`src/rtl/pwm_capture.sv`:
```
// Receive-side decoder for the LED matrix drive stream: rebuilds per-plane latch
// contents from the synchronized PWM drive pins and exposes them for CPU readback.
module pwm_capture #(
    parameter int N_LATCH = 12,
    parameter int N_PLANE = 5
) (
    input  logic               cpu_clk,
    input  logic               reset,
    input  logic               lsr_clr,
    input  logic               lsr_d,
    input  logic               lsr_c,
    input  logic [7:0]         latch_data,
    input  logic               psr_c,
    input  logic               psr_d,
    input  logic               col_enable,
    input  logic [6:0]         rd_addr,
    output logic [7:0]         rd_data,
    output logic [N_PLANE-1:0] plane_valid,
    output logic [2:0]         plane_idx,
    output logic               plane_ok,
    output logic [15:0]        frame_cnt,
    output logic [7:0]         err_cnt
);

    localparam int NS   = 14;
    localparam int B_CLR = 13;
    localparam int B_LD  = 12;
    localparam int B_LC  = 11;
    localparam int B_PC  = 10;
    localparam int B_PD  = 9;
    localparam int B_CE  = 8;
    // Idle pin levels: lsr_clr and col_enable high, everything else low.
    localparam logic [NS-1:0] IDLE = 14'h2100;

    function automatic logic multi_hot(input logic [15:0] v);
        return (v & (v - 16'd1)) != 16'd0;
    endfunction

    logic [NS-1:0] s1_q, s1_d, s2_q, s2_d;
    logic [1:0]    prev_q, prev_d;
    logic          ev_lsr_q, ev_lsr_d, ev_psr_q, ev_psr_d;
    logic          clr_n_q, clr_n_d, ld_q, ld_d, pd_q, pd_d, ce_q, ce_d;
    logic [7:0]    data_q, data_d;

    logic [N_LATCH-1:0] sel_q, sel_d;
    logic [7:0]         lat_q [N_LATCH];
    logic [7:0]         lat_d [N_LATCH];
    logic [N_PLANE-1:0] pl_q, pl_d;
    logic [7:0]         snap_q [N_PLANE][N_LATCH];
    logic [7:0]         snap_d [N_PLANE][N_LATCH];
    logic [N_PLANE-1:0] pv_q, pv_d;
    logic [15:0]        frame_q, frame_d;
    logic [7:0]         err_q, err_d;
    logic [7:0]         rd_data_q, rd_data_d;

    logic [1:0]         err_inc;
    logic [8:0]         err_sum;
    logic               pl_one_hot;
    logic [2:0]         pl_idx;

    // Synchronizer, edge detect, then one event stage so data and its clock stay aligned.
    always_comb begin
        s1_d     = {lsr_clr, lsr_d, lsr_c, psr_c, psr_d, col_enable, latch_data};
        s2_d     = s1_q;
        prev_d   = {s2_q[B_LC], s2_q[B_PC]};
        ev_lsr_d = s2_q[B_LC] & ~prev_q[1];
        ev_psr_d = s2_q[B_PC] & ~prev_q[0];
        clr_n_d  = s2_q[B_CLR];
        ld_d     = s2_q[B_LD];
        pd_d     = s2_q[B_PD];
        ce_d     = s2_q[B_CE];
        data_d   = s2_q[7:0];
    end

    always_comb begin
        pl_one_hot = (pl_q != '0) && !multi_hot(16'(pl_q));
        pl_idx     = 3'd0;
        for (int p = 0; p < N_PLANE; p++) begin
            if (pl_q[p]) pl_idx = 3'(p);
        end
        if (!pl_one_hot) pl_idx = 3'd0;
    end

    always_comb begin
        sel_d   = sel_q;
        lat_d   = lat_q;
        pl_d    = pl_q;
        snap_d  = snap_q;
        pv_d    = pv_q;
        frame_d = frame_q;
        err_inc = 2'd0;

        if (!clr_n_q) begin
            sel_d = '0;
        end else if (ev_lsr_q) begin
            sel_d = (sel_q << 1) | N_LATCH'(ld_q);
            for (int i = 0; i < N_LATCH; i++) begin
                if (sel_d[i]) lat_d[i] = data_q;
            end
            if (multi_hot(16'(sel_d))) err_inc = err_inc + 2'd1;
        end

        // Snapshot reads lat_q, so a same-cycle latch load is not captured.
        if (ev_psr_q) begin
            pl_d = (pl_q << 1) | N_PLANE'(pd_q);
            if (pd_q) frame_d = frame_q + 16'd1;
            if (multi_hot(16'(pl_d))) err_inc = err_inc + 2'd1;
            for (int p = 0; p < N_PLANE; p++) begin
                if (pl_one_hot && pl_q[p]) begin
                    snap_d[p] = lat_q;
                    pv_d[p]   = ~ce_q;
                end
            end
        end

        err_sum = {1'b0, err_q} + 9'(err_inc);
        err_d   = (err_sum > 9'd255) ? 8'hFF : err_sum[7:0];
    end

    // Out-of-range addresses match no entry and read back as zero.
    always_comb begin
        rd_data_d = 8'h00;
        for (int p = 0; p < N_PLANE; p++) begin
            for (int l = 0; l < N_LATCH; l++) begin
                if (rd_addr[6:4] == 3'(p) && rd_addr[3:0] == 4'(l))
                    rd_data_d = snap_q[p][l];
            end
        end
    end

    always_ff @(posedge cpu_clk) begin
        if (reset) begin
            s1_q      <= IDLE;
            s2_q      <= IDLE;
            prev_q    <= 2'b00;
            ev_lsr_q  <= 1'b0;
            ev_psr_q  <= 1'b0;
            clr_n_q   <= 1'b1;
            ld_q      <= 1'b0;
            pd_q      <= 1'b0;
            ce_q      <= 1'b1;
            data_q    <= 8'h00;
            sel_q     <= '0;
            pl_q      <= '0;
            pv_q      <= '0;
            frame_q   <= 16'd0;
            err_q     <= 8'd0;
            rd_data_q <= 8'h00;
            for (int i = 0; i < N_LATCH; i++) lat_q[i] <= 8'h00;
            for (int p = 0; p < N_PLANE; p++) begin
                for (int l = 0; l < N_LATCH; l++) snap_q[p][l] <= 8'h00;
            end
        end else begin
            s1_q      <= s1_d;
            s2_q      <= s2_d;
            prev_q    <= prev_d;
            ev_lsr_q  <= ev_lsr_d;
            ev_psr_q  <= ev_psr_d;
            clr_n_q   <= clr_n_d;
            ld_q      <= ld_d;
            pd_q      <= pd_d;
            ce_q      <= ce_d;
            data_q    <= data_d;
            sel_q     <= sel_d;
            pl_q      <= pl_d;
            pv_q      <= pv_d;
            frame_q   <= frame_d;
            err_q     <= err_d;
            rd_data_q <= rd_data_d;
            lat_q     <= lat_d;
            snap_q    <= snap_d;
        end
    end

    assign rd_data     = rd_data_q;
    assign plane_valid = pv_q;
    assign plane_idx   = pl_idx;
    assign plane_ok    = pl_one_hot;
    assign frame_cnt   = frame_q;
    assign err_cnt     = err_q;

endmodule

```
`config.mk`:
```
export PLATFORM = sky130hd
export DESIGN_NAME = pwm_capture
export DESIGN_NICKNAME = d
export VERILOG_FILES = /design/src/rtl/pwm_capture.sv
export SDC_FILE = /design/constraint.sdc
export NUM_CORES = 1
export LEC_CHECK = 0
export ABC_CLOCK_PERIOD_IN_PS = 4130
export CAP_MARGIN = 20
export CORE_UTILIZATION = 35
export DETAILED_ROUTE_END_ITERATION = 10
export GPL_TIMING_DRIVEN = 1
export PLACE_DENSITY = 0.49
export SYNTH_ARGS = -nofsm -noshare
export SYNTH_HDL_FRONTEND = slang
export SYNTH_SLANG_ARGS = --single-unit
```
`constraint.sdc`:
```
create_clock -name cpu_clk -period 4.13 [get_ports cpu_clk]
set_input_delay 0.413 -clock cpu_clk [delete_from_list [all_inputs] [get_ports cpu_clk]]
set_output_delay 0.413 -clock cpu_clk [all_outputs]
set_load 0.02 [all_outputs]
```
==> summary.md <==
| Metric | Value |
|---|---|
| Synth top area share | `45.70%` |
| WL per Instance | `around 27 um` |
| Register area | `13470 sq um` |
| Routed vias/inst | `5.838` |
| Most frequent cells in the layout | `nand2_1, a21oi_1, dfxtp_1` |
| Hold WC Path Type | `in2reg` |
| Die H | `approximately 290 um` |
| Post-synth EDFFs | `0` |
| Die ar. | `85390 sq um` |
| Synth warn | `0` |
| Io pins | `64` |
| RSZ-0062 raised after global routing | `false` |
| F_max | `271.0 MHz` |
| Final net count | `between 3000 and 4000` |
| CP startpoint | `sel_q[0]` |
| Number of gates resized after cts | `0` |
| Final min period | `~3700 ps` |
| Power share of the clock group | `49.7%` |
| Flop pwr share | `a little under half` |
| Gr ovfl total | `0` |
| Most used cell, CP | `ha_1` |
| Synth cell types | `107` |
| Cell area power density | `428.2 nW/um^2` |
| Syn_nets | `3865` |
| CTS tree | `yes` |
| Cell Area, Synth | `29480 sq um` |
| Area growth from synthesis to layout | `14.91%` |
| Chip width | `292.2 um` |
| Crit start category | `flop` |
| ANT nets after route | `0` |
| Final WL | `about 130000 um` |
| Clock Pin Slew Worst Setup and Hold Paths | `around 60 ps` |
| Core box area | `83560 sq um` |
| Worst slew margin | `20.34%` |
| Largest net degree at the start of global routing | `between 150 and 200` |
| Total of max-cap violations | `0` |
| Leak Pwr | `0.01101 uW` |
| Layout cells sized above 1 | `under 10%` |
| P_int | `approximately 11000 uW` |
| Peak supply drop | `277.5 uV` |
| Overall power | `14510 uW` |
| Fillers | `8693` |
| Ys flop type | `dfxtp_1` |
| GR Util All Layers | `between 30 and 40%` |
| Setup violators final | `0` |
| Avg Cell Area, Syn | `7.683 sq um` |
| Vias | `28770` |
| Clock Latency Late Sink | `around 640 ps` |
| Vias in the first global route | `26800` |
| DRT iter0 DRCs | `3217` |
| Critical path, cell by cell | `or4_1 -> or2_2 -> o22a_1 -> o32ai_1 -> o21ai_1 -> o21a_1 -> ha_1 -> mux2_2 -> ha_1 -> fa_1 -> and2_1 -> nand3_1 -> a21oi_1` |
| DP Wirelength | `91850 um` |
| Critical path arrival | `4180 ps` |
| Reg2Reg Launch Point | `sel_q[0]` |
| TritonCTS Buffers | `around 80` |
| Setup crit end | `err_cnt[0]` |
| Yosys top cell by area | `dfxtp_1` |
| Most common cell after layout, fill and taps aside | `nand2_1` |
| Clk buf depth | `3` |
| H-Tree Depth | `3` |
| Drt first pass iters | `8` |
| Post-synth ARST share | `0%` |
| R2r setup slk | `440 ps` |
| Gpl congestion | `roughly 1.0` |
| Period Utilization, post-route | `89.35%` |
| Crit Path Class | `reg2reg` |
| Synth area leaders | `dfxtp_1, nand2_1, a21oi_1` |
| Setup TNS | `0 ps` |
| Post-CTS Hold Buffers | `0` |
| Slew @ Worst Pin | `about 1200 ps` |
| Syn Inst Count | `3837` |
| CTS root buf | `clkbuf_16` |
| Starting density of the core | `35.28%` |
| CP max stage cell | `or4_1` |
| Seq cells post-synth | `673` |
| Post-CTS Setup Bufs | `0` |
| Final hold viol count | `0` |
| Initial antenna violation count | `1` |
| PortBufs | `63` |
| Row cnt | `106` |
| CTS Sinks | `673` |
| Clk_skew | `24.36 ps` |
| Multi-input logic area | `14490 sq um` |
| FF-to-FF End | `err_cnt[0]` |
| Sequential area share after synthesis | `45.70%` |
| Net Sw Power | `3439 uW` |
| DRC Markers | `0` |
| Status | `complete, no violations` |
| Crit end category | `flop` |
| Net Sw Frac | `between 20% and 30%` |
| Critical path required time | `4620 ps` |
| Max FO, Critical Path | `6` |
| CP max stage delay | `580 ps` |
| Logic pwr share | `5.2%` |
| Max Slew Vio Count | `0` |
| R2R cell count | `13` |
| First-pass GRT wire length | `about 190000 um` |
area by class of cell:
class / count / area share [%]
antenna: 2 / 0.01477
timing repair buffer: 206 / 5.492
sequential: 673 / 39.77
clock buffer: 110 / 6.623
clock inverter: 26 / 1.152
multi-input combinational: 2814 / 42.78
inverter: 16 / 0.1773
tap: 1080 / 3.989
cell usage after synthesis (10+ instances only):
master,n
nand2b_1,11
xor2_1,11
clkbuf_1,195
nand2_1,1178
dfxtp_1,673
o21ai_1,10
a22oi_1,31
nor4_1,13
o22ai_1,40
mux2i_1,46
buf_4,31
or3_1,15
o31ai_1,10
nand4_1,14
mux2_2,20
or2_2,10
o221ai_1,10
nor3_1,26
o21ai_0,86
o211ai_1,24
a221oi_1,13
a211oi_1,25
a31oi_1,21
buf_2,78
buf_1,17
buf_6,13
nor2b_1,48
nor2_1,107
a21oi_1,693
and3_1,13
inv_1,16
nand3_1,135
layer usage:
layer / global-route usage (%) / routed length [um] / vias up
met5: 0 / 13 / -
met4: 15.37 / 7170 / 2
met3: 3.930 / 9329 / 322
met2: 47.64 / 59490 / 1291
met1: 41.33 / 57300 / 14030
li1: - / - / 13120
logic make-up (layout without fill, tap and decap cells):
logic type      count (synthesis)  count (layout)  share of synthesized area, %
mux                            70              70                         2.593
fa+ha+maj                       9               9                        0.3778
simple gates                 1644            1644                         24.16
flops                         673             673                         45.70
compound gates               1072            1072                         21.09
other cells                     0               2                             0
xor+xnor                       19              19                        0.5645
buf+inv                       350             358                         5.513
stage by stage:
stage / worst slack [ps] / hold WS, ps / util, % / instance area [sq um] / cells
global placement: 406.3 / 376.0 / 37.38 / 31240 / 4789
finish: 440.0 / 297.1 / 40.54 / 33880 / 4927
detailed placement: 415.5 / 374.4 / 37.38 / 31240 / 4789
floorplan: 707.4 / 367.4 / - / 29480 / 3837
CTS: 416.5 / 295.4 / 40.54 / 33870 / 4925
global route: 235.8 / 328.8 / 40.54 / 33870 / 4925
worst min path at each step:
stage	start	endpoint	slack [ps]	cells past startpoint
after global placement	prev_q[0]	ev_psr_q	380	1
after detailed placement	prev_q[0]	ev_psr_q	370	1
after floorplan	prev_q[1]	ev_lsr_q	370	1
after CTS	reset	frame_cnt[15]	300	2
final	reset	snap_q[40]	300	2
after global routing	latch_data[0]	s1_q[0]	330	2
sequential cells by signal (all words and copies together) (netlist names):
signal and cells:
lat_q 96, ev_psr_q 1, data_q 8, prev_q 2, err_cnt 8, clr_n_q 1
snap_q 480, ce_q 1, sel_q 11, s2_q 14, rd_data 8, ld_q 1
frame_cnt 16, ev_lsr_q 1, pd_q 1, s1_q 14, plane_valid 5, pl_q 5
worst max-delay path, delay by kind of cell (launching register included):
family                     cells  cell delay (ps)
and+or+nand+nor                4             1300
adders and majority gates      3              930
AOI/OAI and AO/OA              5              740
DFF                            1              310
muxes                          1              260
power groups by stage:
stage	Combinational [uW]	Sequential (uW)	Clock (uW)
2_1_floorplan	420	6670	0
3_3_place_gp	734	6680	0
3_5_place_dp	729	6680	0
4_1_cts	731	6540	7310
5_1_grt	776	6540	7570
6_report	758	6540	7210
Power figures use the tool's default switching activity.
